$ cat src/rtl/ram_rd_stream_requester.sv
// Read-side initiator for a 1r1w sync RAM: turns {addr, len} commands into
// credit-limited read requests and streams the buffered responses out with a last marker.
module ram_rd_stream_requester #(
    parameter int WIDTH_P    = 64,
    parameter int ELS_P      = 256,
    parameter int ADDR_W_P   = (ELS_P > 1) ? $clog2(ELS_P) : 1,
    parameter int LEN_W_P    = 16,
    parameter int FIFO_ELS_P = 4
) (
    input  logic                clk,
    input  logic                rst,
    input  logic                cmd_val,
    input  logic [ADDR_W_P-1:0] cmd_addr,
    input  logic [LEN_W_P-1:0]  cmd_len,
    output logic                cmd_rdy,
    output logic                rd_req_val,
    output logic [ADDR_W_P-1:0] rd_req_addr,
    input  logic                rd_req_rdy,
    input  logic                rd_resp_val,
    input  logic [WIDTH_P-1:0]  rd_resp_data,
    output logic                rd_resp_rdy,
    output logic                out_val,
    output logic [WIDTH_P-1:0]  out_data,
    output logic                out_last,
    input  logic                out_rdy
);

    localparam int CNT_W = $clog2(FIFO_ELS_P + 1);
    localparam int PTR_W = $clog2(FIFO_ELS_P);

    typedef enum logic [1:0] {IDLE, ISSUE, DRAIN} state_e;

    state_e               state_q, state_d;
    logic [ADDR_W_P-1:0]  addr_q, addr_d;
    logic [LEN_W_P-1:0]   len_q, len_d;
    logic [LEN_W_P-1:0]   rem_q, rem_d;
    logic [LEN_W_P-1:0]   out_cnt_q, out_cnt_d;
    logic [CNT_W-1:0]     credit_q, credit_d;
    logic [CNT_W-1:0]     fcnt_q, fcnt_d;
    logic [PTR_W-1:0]     rd_ptr_q, rd_ptr_d;
    logic [PTR_W-1:0]     wr_ptr_q, wr_ptr_d;
    logic [WIDTH_P-1:0]   mem_q [FIFO_ELS_P];

    logic cmd_hs, req_hs, out_hs, push;

    assign cmd_hs = cmd_val & cmd_rdy;
    assign req_hs = rd_req_val & rd_req_rdy;
    assign out_hs = out_val & out_rdy;
    assign push   = rd_resp_val & (fcnt_q != CNT_W'(FIFO_ELS_P));

    assign cmd_rdy     = (state_q == IDLE);
    assign rd_req_val  = (state_q == ISSUE) & (credit_q < CNT_W'(FIFO_ELS_P));
    assign rd_req_addr = addr_q;
    assign rd_resp_rdy = 1'b1;
    assign out_val     = (fcnt_q != '0);
    assign out_data    = out_val ? mem_q[rd_ptr_q] : '0;
    assign out_last    = out_val & (out_cnt_q == len_q - 1'b1);

    always_comb begin
        state_d   = state_q;
        addr_d    = addr_q;
        len_d     = len_q;
        rem_d     = rem_q;
        out_cnt_d = out_cnt_q;
        if (out_hs) begin
            out_cnt_d = out_cnt_q + 1'b1;
        end
        unique case (state_q)
            IDLE: begin
                if (cmd_hs) begin
                    addr_d    = cmd_addr;
                    len_d     = cmd_len;
                    rem_d     = cmd_len;
                    out_cnt_d = '0;
                    state_d   = (cmd_len != '0) ? ISSUE : IDLE;
                end
            end
            ISSUE: begin
                if (req_hs) begin
                    addr_d = (addr_q == ADDR_W_P'(ELS_P - 1)) ? '0 : addr_q + 1'b1;
                    rem_d  = rem_q - 1'b1;
                    if (rem_q == LEN_W_P'(1)) begin
                        state_d = DRAIN;
                    end
                end
            end
            DRAIN: begin
                if (out_hs && out_last) begin
                    state_d = IDLE;
                end
            end
            default: state_d = IDLE;
        endcase
    end

    // credits cover both in-flight reads and buffered entries
    always_comb begin
        credit_d = credit_q;
        fcnt_d   = fcnt_q;
        rd_ptr_d = rd_ptr_q;
        wr_ptr_d = wr_ptr_q;
        unique case ({req_hs, out_hs})
            2'b10:   credit_d = credit_q + 1'b1;
            2'b01:   credit_d = credit_q - 1'b1;
            default: credit_d = credit_q;
        endcase
        unique case ({push, out_hs})
            2'b10:   fcnt_d = fcnt_q + 1'b1;
            2'b01:   fcnt_d = fcnt_q - 1'b1;
            default: fcnt_d = fcnt_q;
        endcase
        if (push) begin
            wr_ptr_d = (wr_ptr_q == PTR_W'(FIFO_ELS_P - 1)) ? '0 : wr_ptr_q + 1'b1;
        end
        if (out_hs) begin
            rd_ptr_d = (rd_ptr_q == PTR_W'(FIFO_ELS_P - 1)) ? '0 : rd_ptr_q + 1'b1;
        end
    end

    always_ff @(posedge clk or posedge rst) begin
        if (rst) begin
            state_q   <= IDLE;
            addr_q    <= '0;
            len_q     <= '0;
            rem_q     <= '0;
            out_cnt_q <= '0;
            credit_q  <= '0;
            fcnt_q    <= '0;
            rd_ptr_q  <= '0;
            wr_ptr_q  <= '0;
        end else begin
            state_q   <= state_d;
            addr_q    <= addr_d;
            len_q     <= len_d;
            rem_q     <= rem_d;
            out_cnt_q <= out_cnt_d;
            credit_q  <= credit_d;
            fcnt_q    <= fcnt_d;
            rd_ptr_q  <= rd_ptr_d;
            wr_ptr_q  <= wr_ptr_d;
        end
    end

    always_ff @(posedge clk) begin
        if (push) begin
            mem_q[wr_ptr_q] <= rd_resp_data;
        end
    end

    a_no_push_when_full: assert property (@(posedge clk) disable iff (rst)
        !(rd_resp_val && fcnt_q == CNT_W'(FIFO_ELS_P)));

endmodule

$ cat config.mk
export PLATFORM = sky130hd
export DESIGN_NAME = ram_rd_stream_requester
export DESIGN_NICKNAME = d
export VERILOG_FILES = /design/src/rtl/ram_rd_stream_requester.sv
export SDC_FILE = /design/constraint.sdc
export NUM_CORES = 1
export LEC_CHECK = 0
export ABC_AREA = 1
export CAP_MARGIN = 15
export CELL_PAD_IN_SITES_DETAIL_PLACEMENT = 1
export CELL_PAD_IN_SITES_GLOBAL_PLACEMENT = 1
export CORE_UTILIZATION = 48
export DETAILED_ROUTE_END_ITERATION = 12
export HOLD_SLACK_MARGIN = 0.05
export PLACE_DENSITY = 0.82
export SETUP_SLACK_MARGIN = 0.02
export SYNTH_ARGS = -nofsm -noshare
export SYNTH_HDL_FRONTEND = slang
export SYNTH_SLANG_ARGS = --single-unit
export TNS_END_PERCENT = 20
$ cat constraint.sdc
create_clock -name clk -period 11 [get_ports clk]
set_clock_uncertainty 0.15 [all_clocks]
set_input_delay 2.2 -clock clk [delete_from_list [all_inputs] [get_ports clk]]
set_output_delay 2.2 -clock clk [all_outputs]
set_load 0.02 [all_outputs]
# --- Word level (Yosys, flattened, before mapping) ---
# Memories as Yosys holds them, arrays and structs flattened.
# Cells that the tools add are included.
word_totals:
  inputBits: 94
  out_inout_bits: 77
  wordCells: 76
  ff_bits: 68
  n_memories: 1
  mem_bits_rw: 256
classes:
  n_reduce_logical: 10
  bitwise: 6
  n_lt_le_gt_ge: 1
  add_sub_neg: 10
  muxes: 23
  eq_ne: 16
mem_list:
  columns: ["name", "words", "width", "read_ports", "rd_clocked_by_memory_dff", "wr", "line_no", "text"]
  rows:
  - ["mem_q", 4, 64, 1, 0, 1, "42", "logic [WIDTH_P-1:0] mem_q [FIFO_ELS_P];"]
ops:
  columns: ["op", "n"]
  rows:
  - ["$mux 16", 5]
  - ["$mux 64", 1]
  - ["$pmux 16 s2", 1]
  - ["$sub 16x1->16 const B", 2]
  - ["$mux 8", 3]
  - ["$add 16x1->16 const B", 1]
  - ["$eq 16x1->1 const B", 1]
  - ["$eq 16x16->1", 1]
  - ["$pmux 8 s2", 1]
  - ["$reduce_bool 16->1", 1]
  - ["$mux 2", 6]
  - ["$pmux 3 s2", 2]
  - ["$eq 2x2->1 const B", 5]
  - ["$add 8x1->8 const B", 1]
  - ["$eq 8x8->1 const B", 1]
  - ["$add 3x1->3 const B", 2]
  - ["$and 1x1->1", 6]
  - ["$eq 2x1->1 const B", 3]
  - ["$pmux 2 s3", 1]
  - ["$reduce_bool 2->1", 3]
  - ["$sub 3x1->3 const B", 2]
  - ["$add 2x1->2 const B", 2]
  - ["$ne 2x1->1 const B", 2]
  - ["$ne 2x2->1 const B", 2]
  - ["9 further kinds", 11]

# --- Longest topological paths before layout ---
# Gate-level depths: netlist (run 1).
depth:
  ltp_word: 6
  mapped_depth: 14
  mapped_depth_nobuf: 14

# --- Worst setup path before layout (run 1) ---
# No wires, ideal clock.
synth_timing:
  kind: "input to register"
  from: "input rd_resp_val"
  to: "memory mem_q[0][0], enable pin"
  n_path_buf: 0
  required_time_ps: 10363
  setup_time_ps: 487
  path_slack_ps: 5348
  cell_stages: 2
  t_arrival_ps: 5015
  cell_sequence: "o31ai_2 > nor2_1"
synth_via:
  elab_chain_len: 3
synth_rtl:
  columns: ["item", "line_no", "text"]
  rows:
  - ["start: declaration", "19", "input logic rd_resp_val,"]
  - ["$and 1x1->1", "49", "assign push = rd_resp_val & (fcnt_q != CNT_W'(FIFO_ELS_P));"]
  - ["$mux 1", "145", "if (push) begin"]
  - ["$mux 1 (not written as such)", "146", "mem_q[wr_ptr_q] <= rd_resp_data;"]
  - ["end: declaration", "42", null]
# No other way between the ends.

# --- Worst setup path after layout (run 1) ---
layout_timing:
  from: "register rd_ptr_q[0]"
  to: "output out_data[30]"
layout_via:
  elab_chain_len: 2
layout_rtl:
  columns: ["item", "line_no", "text"]
  rows:
  - ["start: declaration", "40", "logic [PTR_W-1:0] rd_ptr_q, rd_ptr_d;"]
  - ["start signal: assignment", "139", "rd_ptr_q <= rd_ptr_d;"]
  - ["$mem_v2 4x64", null, null]
  - ["$mux 64", "56", "assign out_data = out_val ? mem_q[rd_ptr_q] : '0;"]
  - ["end: declaration", "23", "output logic [WIDTH_P-1:0] out_data,"]
# No other way between the ends.

==> run_results.csv, run 1 <==
group,metric,value,unit
outcome,run_status,"finished clean",
min_path,min_from,"credit_q[0]",
yosys,ys_top_cells_by_area,"edfxtp_1 54%, dfrtp_1 12%, nor2_1 8.4%",
cts,h-tree-depth,2,
timing,finalCritPeriodShare,56.1,%
yosys,synth.largest_area_cell,"edfxtp_1",
final_layout,fin_nets,1603,
final_layout,multi_input_area,0.00427,mm^2
setup_path,rrSetupSlack,8.31,ns
cts,cts-root-buf,"clkbuf_16",
setup_path,worstPathRequired,8.65,ns
power,vdd_drop_max,0.000177,V
yosys,synth_top_family_by_area,"simple AND/OR/NAND/NOR gates",
yosys,synth.avg_cell_area,10.6,um^2
yosys,netlist_instances,1339,
min_path,hp-class,"register to register",
floorplanning,row_count,62,
place,placedCellCount,1843,
min_path,min_delay_path_depth,1,
yosys,ys.flop_type,"edfxtp_1",
timing,fin_crit,6.17,ns
timing,fin_tns_setup,0,ns
global_route,grt_first_pass_wirelength,59.5,mm
yosys,synthMuxAreaShare,0,%
timing,tightest_slew,1.16,ns
power,power_frac_clock,21.4,%
yosys,synth_cell_type_count,50,
power,sequentialPowerShare,34.9,%
setup_path,crit_fanout,72,
setup_path,arrival,3.82,ns
setup_path,r2r-end,"credit_q[2]",
place,hpwl,23.1,mm
min_path,hold_end,"credit_q[0]",
global_route,grt_usage,25.1,%
floorplanning,ioPinCount,171,
yosys,ys_ff_latch,324,
setup_path,worstSetupPathType,"register to output port",
yosys,synthAdderAreaFrac,1.34,%
cts,clkTransAtPathRegs,0.06,ns
drt,drt_iter0_markers,665,
floorplanning,die_h,174,um
yosys,synthXorXnorAreaFrac,1.94,%
place,finalWeightedCongestion,0.783,
final_layout,fin_cells,1906,
final_layout,final_common_cell,"nor2_1",
setup_path,critical_path.max_stage_delay,0.70,ns
timing,whs,0.327,ns
yosys,synth_compound_area_share,11.4,%
final_layout,seq_area,0.00939,mm^2
timing,fmax,162,MHz
drt,met3WireLength,1.75,mm
cts,clock_sinks,324,
yosys,netlist_area,0.0142,mm^2
drt,ant_nets,0,
final_layout,n_fill_cell,3075,
drt,post_drt_wl_per_cell,19.9,um
cts,post_cts.repair.setup_buffers,0,
setup_path,crit_chain,"inv_2 -> buf_4 -> o21ai_0 -> a21oi_1 -> clkdlybuf4s50_1",
final_layout,mostFrequentLayoutCells,"316 x nor2_1, 256 x edfxtp_1, 180 x o21ai_0",
power,p_switching,0.00207,W
yosys,yosysSeqAreaShare,66.0,%
yosys,synthArstFlopShare,21.0,%
drt,top_layer_used,"met5",
drt,first_pass_iters,5,
final_layout,area_growth,22.0,%
power,swShare,39.8,%
setup_path,r2r_cells,12,
global_route,grt_pass1_vias,11191,
floorplanning,core_area,0.0289,mm^2
timing,relSlewSlack,22.6,%
place,place_ws,5.43,ns
drt,met2_length,19.7,mm
yosys,synth-edff-count,256,
setup_path,slowest_stage,"inv_2",
floorplanning,start_util,49.2,%
cts,cts_hold_buf,0,
global_route,grt-ovfl-total,0,
cts,cts-resized-gates,0,
power,p_per_area,300,mW/mm^2
setup_path,crit_path_start_kind,"register",
final_layout,drive_gt1_share,6.64,%
place,portBuffers,169,
timing,hold_violations,0,
timing,fin_ws,4.83,ns
cts,cts_buffer_depth,3,
floorplanning,dieWidth,174,um
drt,routed_via_density,5.47,
timing,setup_viol,0,
power,power.leakage,6.43,nW
yosys,synth.top_cell.area_share,54.0,%
job,drv_cap,0,
drt,routed_wl,37.9,mm
power,p_int,0.00314,W
timing,slew_violations,0,
global_route,grt_max_degree,107,
cts,numCtsBuffers,34,
setup_path,r2r_start,"state_q[0]",
cts,cts_tree,"built",
yosys,mappedNetlistNets,1447,
drt,drc,0,
drt,wl_met1,15.4,mm
floorplanning,dieArea,0.0303,mm^2
setup_path,end_kind,"output port",
yosys,yosys.area_share.simple,15.0,%
yosys,ys_warn_count,0,
timing,rsz0062_at_grt,"false",
setup_path,critPathTopFamily,"buffers and inverters",
drt,num_vias,10417,
global_route,antenna_found_initial,4,
cts,clock_latency,0.51,ns
power,combPwrFrac,43.7,%
setup_path,crit_buf_inv,3,
-- per-stage QoR --
step	instance area, um^2	util [%]	total power [W]
floorplan	14200	-	0.00321
global placement	16300	56.3	0.00400
detailed placement	16300	56.3	0.00412
CTS	17400	60.0	0.00526
global route	17400	60.0	0.00551
finish	17400	60.0	0.00521
-- how the worst max path moves through the flow --
stage,startpoint,to,cells after the start
floorplan,rd_resp_val,mem_q[0][0],2
global placement,rd_ptr_q[0],out_data[50],5
detailed placement,rd_ptr_q[0],out_data[30],5
CTS,rd_ptr_q[0],out_data[30],5
global route,rd_ptr_q[0],out_data[30],5
finish,rd_ptr_q[0],out_data[30],5
-- power groups by stage --
| stage | sequential [W] | clock, W | combinational, W |
|---|---|---|---|
| finish | 0.00182 | 0.00111 | 0.00228 |
| global route | 0.00185 | 0.00117 | 0.00249 |
| CTS | 0.00182 | 0.00113 | 0.00230 |
| detailed placement | 0.00184 | 0 | 0.00227 |
| global placement | 0.00182 | 0 | 0.00218 |
| floorplan | 0.00181 | 0 | 0.00140 |
-- registers in the layout, summed over array words and instances, names as in the netlist --
name and cells:
rem_q 16, out_cnt_q 16, credit_q 3, fcnt_q 3, mem_q 256, len_q 16, rd_ptr_q 2, rd_req_addr 8
wr_ptr_q 2, state_q 2
-- cell type report --
cell class / count / area share, %
sequential: 324 / 54.1
tap: 384 / 2.77
clock inverter: 18 / 1.08
multi-input combinational: 862 / 24.6
inverter: 91 / 2.01
clock buffer: 43 / 5.10
antenna: 2 / 0.0288
timing repair buffer: 182 / 10.3
-- layer usage --
layer  vias to the layer above  track usage (%)
met5                         -                0
met4                         4             8.48
met3                        71             3.81
met2                       238             45.8
met1                      5204             30.3
li1                       4900                -
-- worst register-to-register path, stage by stage, from the launching register on --
cell and delay, ns:
dfrtp_1 0.44, inv_2 0.08, nor2_2 0.03, buf_4 0.23, inv_2 0.40, nor2_2 0.10
nand2_2 0.14, ha_1 0.16, inv_1 0.07, fa_1 0.39, a21oi_1 0.15, o21ai_0 0.12
xnor2_1 0.13
-- synthesized netlist by cell type, types with 3 or more instances --
| library cell | count |
|---|---|
| a21oi_1 | 99 |
| a31oi_1 | 4 |
| buf_1 | 12 |
| buf_2 | 15 |
| clkbuf_1 | 32 |
| dfrtp_1 | 68 |
| edfxtp_1 | 256 |
| ha_1 | 12 |
| inv_1 | 83 |
| inv_2 | 6 |
| nand2_1 | 111 |
| nand3_1 | 18 |
| nand3_4 | 3 |
| nand3b_1 | 5 |
| nand4_1 | 8 |
| nor2_1 | 320 |
| nor2_2 | 8 |
| nor2_4 | 3 |
| nor3_1 | 14 |
| o21ai_0 | 180 |
| o21ai_1 | 10 |
| o21bai_1 | 3 |
| o22ai_1 | 4 |
| xnor2_1 | 13 |
| xor2_1 | 16 |
-- kinds of logic (layout without fill, tap and decap cells) --
family | count (synthesis) | count (layout)
buffers and inverters | 153 | 334
AO/OA/AOI/OAI | 312 | 312
adder cells (fa/ha/maj) | 14 | 14
flip-flops | 324 | 324
AND/OR/NAND/NOR | 505 | 505
XOR/XNOR | 30 | 30
other | 1 | 3
(Power assumes the default switching activity.)
==> inputs of run 2 (changes only) <==
--- a/config.mk
+++ b/config.mk
@@ -9,10 +9,10 @@
 export CAP_MARGIN = 15
 export CELL_PAD_IN_SITES_DETAIL_PLACEMENT = 1
 export CELL_PAD_IN_SITES_GLOBAL_PLACEMENT = 1
-export CORE_UTILIZATION = 48
+export CORE_UTILIZATION = 40
 export DETAILED_ROUTE_END_ITERATION = 12
 export HOLD_SLACK_MARGIN = 0.05
-export PLACE_DENSITY = 0.82
+export PLACE_DENSITY = 0.72
 export SETUP_SLACK_MARGIN = 0.02
 export SYNTH_ARGS = -nofsm -noshare
 export SYNTH_HDL_FRONTEND = slang
==> constraint.sdc (replaced) <==
create_clock -name clk -period 5.31 [get_ports clk]
set_clock_uncertainty 0.15 [all_clocks]
set_input_delay 1.062 -clock clk [delete_from_list [all_inputs] [get_ports clk]]
set_output_delay 1.062 -clock clk [all_outputs]
set_load 0.02 [all_outputs]
==> run 2 against run 1 <==
Non-clock buffer count stayed put; clock power is 100% higher; sequential power is 110% higher; first-iteration DRC count is 36% lower; final cell count is 3.8% higher; critical endpoint is now out_data[26]; highest routed layer unchanged.
==> run_results.csv, run 2 (synthesis gave the netlist of run 1 again) <==
group,metric,value,unit
min_path,min_delay_path_depth,1,
floorplanning,ioPinCount,171,
place,finalWeightedCongestion,0.782,
final_layout,drive_gt1_share,6.57,%
global_route,grt-ovfl-total,0,
setup_path,r2r-end,"fcnt_q[2]",
floorplanning,dieWidth,191,um
cts,clock_sinks,324,
setup_path,crit_fanout,84,
cts,numCtsBuffers,36,
cts,cts_tree,"built",
cts,clock_latency,0.50,ns
final_layout,fin_nets,1605,
final_layout,fin_util,50.2,%
floorplanning,dieArea,0.0363,mm^2
final_layout,area_growth,22.7,%
setup_path,slowest_stage,"buf_4",
setup_path,crit_path_frequent_cell,"nor2_1",
drt,num_vias,10188,
drt,post_drt_wl_per_cell,18.5,um
power,power.leakage,6.44,nW
floorplanning,start_util,40.9,%
min_path,hold_end,"credit_q[0]",
floorplanning,row_count,68,
drt,routed_via_density,5.15,
cts,cts_hold_buf,0,
final_layout,top_register,"mem_q",
cts,clkTransAtPathRegs,0.06,ns
global_route,antenna_found_initial,3,
setup_path,r2r_cells,7,
setup_path,worstPathRequired,4.10,ns
place,hpwl,22.5,mm
setup_path,critPathTopFamily,"buffers and inverters",
place,portBuffers,169,
drt,first_pass_iters,4,
global_route,grt_max_degree,85,
floorplanning,core_area,0.0348,mm^2
power,p_per_area,612,mW/mm^2
timing,rsz0062_at_grt,"false",
global_route,grt_first_pass_wirelength,57.9,mm
drt,drt_iter0_markers,423,
timing,relSlewSlack,26.0,%
timing,fin_tns_setup,0,ns
power,finalPower,0.0107,W
timing,fin_crit,4.67,ns
drt,routed_wl,36.6,mm
cts,h-tree-depth,2,
min_path,hp-class,"register to register",
cts,cts-resized-gates,0,
drt,ant_nets,0,
timing,finalCritPeriodShare,88.0,%
setup_path,worstSetupPathType,"register to output port",
cts,post_cts.repair.setup_buffers,0,
final_layout,largest_reg_flops,256,
timing,tightest_slew,1.10,ns
timing,setup_viol,0,
setup_path,r2r_start,"fcnt_q[1]",
global_route,grt_usage,20.5,%
setup_path,end_kind,"output port",
floorplanning,die_h,191,um
cts,cts_buffer_depth,3,
job,drv_cap,0,
cts,cts-root-buf,"clkbuf_16",
timing,slew_violations,0,
setup_path,arrival,3.46,ns
setup_path,crit_path_start_kind,"register",
setup_path,critical_path.max_stage_delay,0.82,ns
setup_path,crit_buf_inv,2,
setup_path,rrSetupSlack,2.46,ns
min_path,min_from,"credit_q[0]",
timing,fmax,214,MHz
timing,hold_violations,0,
drt,drc,0,
final_layout,final_common_cell,"nor2_1",
setup_path,crit_chain,"buf_4 -> nor2_1 -> nor2_1 -> o21ai_0 -> a21oi_1 -> clkdlybuf4s50_1",
power,vdd_drop_max,0.000364,V
final_layout,n_fill_cell,3730,
outcome,run_status,"finished clean",
global_route,grt_pass1_vias,10763,
final_layout,mostFrequentLayoutCells,"316 x nor2_1, 256 x edfxtp_1, 180 x o21ai_0",
run 2: changes by cell type in the layout (fill, tap and decap cells not counted), moves of 2 or more:
cell,before,now
buf_12,0,4
buf_4,13,9
bufinv_16,3,0
clkbuf_1,9,7
clkbuf_16,34,36
clkinv_1,6,11
clkinv_2,2,6
clkinvlp_4,3,1
run 2: worst reg2reg max path, stage by stage (launching register included):
cell	delay, ns
dfrtp_1	0.44
o31ai_2	0.95
ha_1	0.30
inv_1	0.08
fa_1	0.39
a21oi_1	0.15
o21ai_0	0.11
xor2_1	0.16
run 2: worst max-delay path by stage:
stage                            from      endpoint  slack, ns  cells after the start
final                     rd_ptr_q[0]  out_data[26]       0.64                      6
after global routing      rd_ptr_q[0]  out_data[26]       0.38                      6
after CTS                 rd_ptr_q[0]  out_data[26]       0.60                      6
after detailed placement  rd_ptr_q[0]  out_data[26]       1.21                      6
after global placement    rd_ptr_q[0]  out_data[26]       1.26                      6
after floorplan           rd_resp_val   mem_q[0][0]       0.80                      2
run 2: area by class of cell:
class / count / area, um^2 / area share, %
clock buffer: 44 / 941 / 5.39
multi-input combinational: 862 / 4270 / 24.4
sequential: 324 / 9390 / 53.8
inverter: 91 / 350 / 2.01
timing repair buffer: 182 / 1840 / 10.5
clock inverter: 19 / 98.8 / 0.566
antenna: 1 / 2.50 / 0.0143
tap: 455 / 569 / 3.26
run 2: power breakdown:
group / switching [W] / leakage (nW) / internal (W)
sequential: 0.000371 / 3.18 / 0.00340
clock: 0.000959 / 0.507 / 0.00126
combinational: 0.00291 / 2.75 / 0.00178
run 2: per-layer routing:
metal	vias to the layer above	GRT usage (%)	share of wire, %
li1	4903	-	-
met2	177	36.5	50
met5	-	0	0.090
met1	5057	26.1	44
met4	4	4.95	1.8
met3	47	3.04	3.7
run 2: stage by stage:
step	worst slack (ns)	cells	instance area, um^2	hold slack [ns]
after floorplan	0.796	1339	14200	0.296
after global placement	1.26	1914	16400	0.313
after detailed placement	1.21	1914	16400	0.315
after CTS	0.595	1977	17500	0.327
after global routing	0.376	1978	17500	0.352
final	0.637	1978	17500	0.324
==> inputs of run 3 (changes only) <==
--- a/config.mk
+++ b/config.mk
@@ -9,9 +9,11 @@
 export CAP_MARGIN = 15
 export CELL_PAD_IN_SITES_DETAIL_PLACEMENT = 1
 export CELL_PAD_IN_SITES_GLOBAL_PLACEMENT = 1
+export CORE_MARGIN = 2
 export CORE_UTILIZATION = 40
 export DETAILED_ROUTE_END_ITERATION = 12
 export HOLD_SLACK_MARGIN = 0.05
+export MAX_ROUTING_LAYER = met4
 export PLACE_DENSITY = 0.72
 export SETUP_SLACK_MARGIN = 0.02
 export SYNTH_ARGS = -nofsm -noshare
==> run 3 against run 2 <==
Count of clock-buffer cells in the layout increased by 4; critical endpoint is now out_data[36]; highest routed layer is now met4; critical path depth unchanged; sequential share of layout area decreased by 0.13 points; flip-flop and latch count unchanged.
==> run_results.csv, run 3 (synthesis gave the netlist of run 1 again) <==
group,metric,value,unit
outcome,run_status,"finished clean",
cts,clock_latency,0.52,ns
drt,drc,0,
cts,cts_hold_buf,0,
power,power.leakage,6.46,nW
place,portBuffers,169,
min_path,hold_end,"credit_q[0]",
setup_path,r2r_cells,8,
power,vdd_drop_max,0.000318,V
drt,drt_iter0_markers,422,
cts,clkTransAtPathRegs,0.06,ns
min_path,min_from,"credit_q[0]",
setup_path,arrival,3.46,ns
setup_path,crit_path_start_kind,"register",
floorplanning,dieWidth,193,um
drt,first_pass_iters,4,
setup_path,r2r-end,"fcnt_q[2]",
floorplanning,start_util,40.3,%
final_layout,drive_gt1_share,6.82,%
job,drv_cap,0,
min_path,min_delay_path_depth,1,
global_route,grt_pass1_vias,10747,
place,finalWeightedCongestion,0.808,
setup_path,rrSetupSlack,2.48,ns
timing,fmax,214,MHz
power,p_per_area,617,mW/mm^2
global_route,grt-ovfl-total,0,
timing,whs,0.334,ns
setup_path,worstSetupPathType,"register to output port",
timing,slew_violations,0,
cts,cts_buffer_depth,3,
final_layout,largest_reg_flops,256,
timing,setup_viol,0,
cts,cts-resized-gates,0,
timing,fin_ws,0.641,ns
drt,routed_wl,36.9,mm
timing,fin_crit,4.67,ns
timing,rsz0062_at_grt,"false",
timing,hold_violations,0,
final_layout,area_growth,23.0,%
timing,fin_tns_setup,0,ns
cts,cts_tree,"built",
floorplanning,ioPinCount,171,
cts,h-tree-depth,2,
final_layout,mostFrequentLayoutCells,"316 x nor2_1, 256 x edfxtp_1, 180 x o21ai_0",
drt,num_vias,10356,
cts,clock_sinks,324,
setup_path,r2r_start,"fcnt_q[2]",
final_layout,final_common_cell,"nor2_1",
final_layout,fin_nets,1607,
min_path,hp-class,"register to register",
power,finalPower,0.0108,W
drt,routed_via_density,5.20,
global_route,grt_max_degree,92,
floorplanning,dieArea,0.0371,mm^2
place,place_ws,1.16,ns
setup_path,crit_fanout,86,
place,hpwl,23.0,mm
cts,post_cts.repair.setup_buffers,0,
timing,finalCritPeriodShare,87.9,%
floorplanning,core_area,0.0353,mm^2
cts,cts-root-buf,"clkbuf_16",
drt,ant_nets,0,
setup_path,worstPathRequired,4.10,ns
floorplanning,die_h,193,um
floorplanning,row_count,69,
timing,tightest_slew,1.11,ns
global_route,grt_first_pass_wirelength,58.0,mm
timing,relSlewSlack,25.5,%
setup_path,end_kind,"output port",
final_layout,top_register,"mem_q",
global_route,antenna_found_initial,2,
cts,numCtsBuffers,37,
global_route,grt_usage,20.7,%
drt,post_drt_wl_per_cell,18.6,um
[run 3: worst max-delay path: stages (launching register included)]
cell and delay (ns):
dfrtp_4 1.04, buf_4 0.59, nor2_1 0.11, nor2_1 0.10, o21ai_0 0.13, a21oi_1 0.28, clkdlybuf4s50_1 0.66
[run 3: power breakdown]
part	total [W]	internal (W)	switching (W)	leakage [nW]
Combinational	0.00461	0.00176	0.00285	2.74
Sequential	0.00383	0.00341	0.000424	3.18
Clock	0.00236	0.00138	0.000978	0.536
[run 3: cell type report]
cell class	instances	area, um^2
fillers	3804	17800
flip-flops and latches	324	9390
multi-input cells	862	4270
repair buffers	183	1800
clock buffers	48	967
well taps	461	577
inverters	91	349
clock inverters	17	144
diodes	4	10.0
[run 3: layer usage]
layer / vias up / share of wire [%] / global-route usage [%]
met2: 190 / 50 / 35.1
met1: 5191 / 44 / 25.8
li1: 4917 / - / -
met3: 58 / 4.0 / 3.22
met4: 0 / 1.8 / 5.49
met5: - / 0 / -
[run 3: worst max-delay path by stage]
stage                            from           end  slack, ns  depth (start not counted)
after floorplan           rd_resp_val   mem_q[0][0]       0.80                          2
after global placement    rd_ptr_q[0]  out_data[54]       1.21                          6
after detailed placement  rd_ptr_q[0]  out_data[11]       1.16                          5
after CTS                 rd_ptr_q[0]  out_data[11]       0.60                          5
after global routing      rd_ptr_q[0]  out_data[36]       0.36                          6
final                     rd_ptr_q[0]  out_data[36]       0.64                          6
[run 3: stage by stage]
step                cells  instance area (um^2)  util [%]
floorplan            1339                 14200         -
global placement     1921                 16400      46.4
detailed placement   1921                 16400      46.4
CTS                  1986                 17500      49.5
global route         1988                 17500      49.6
finish               1990                 17500      49.6
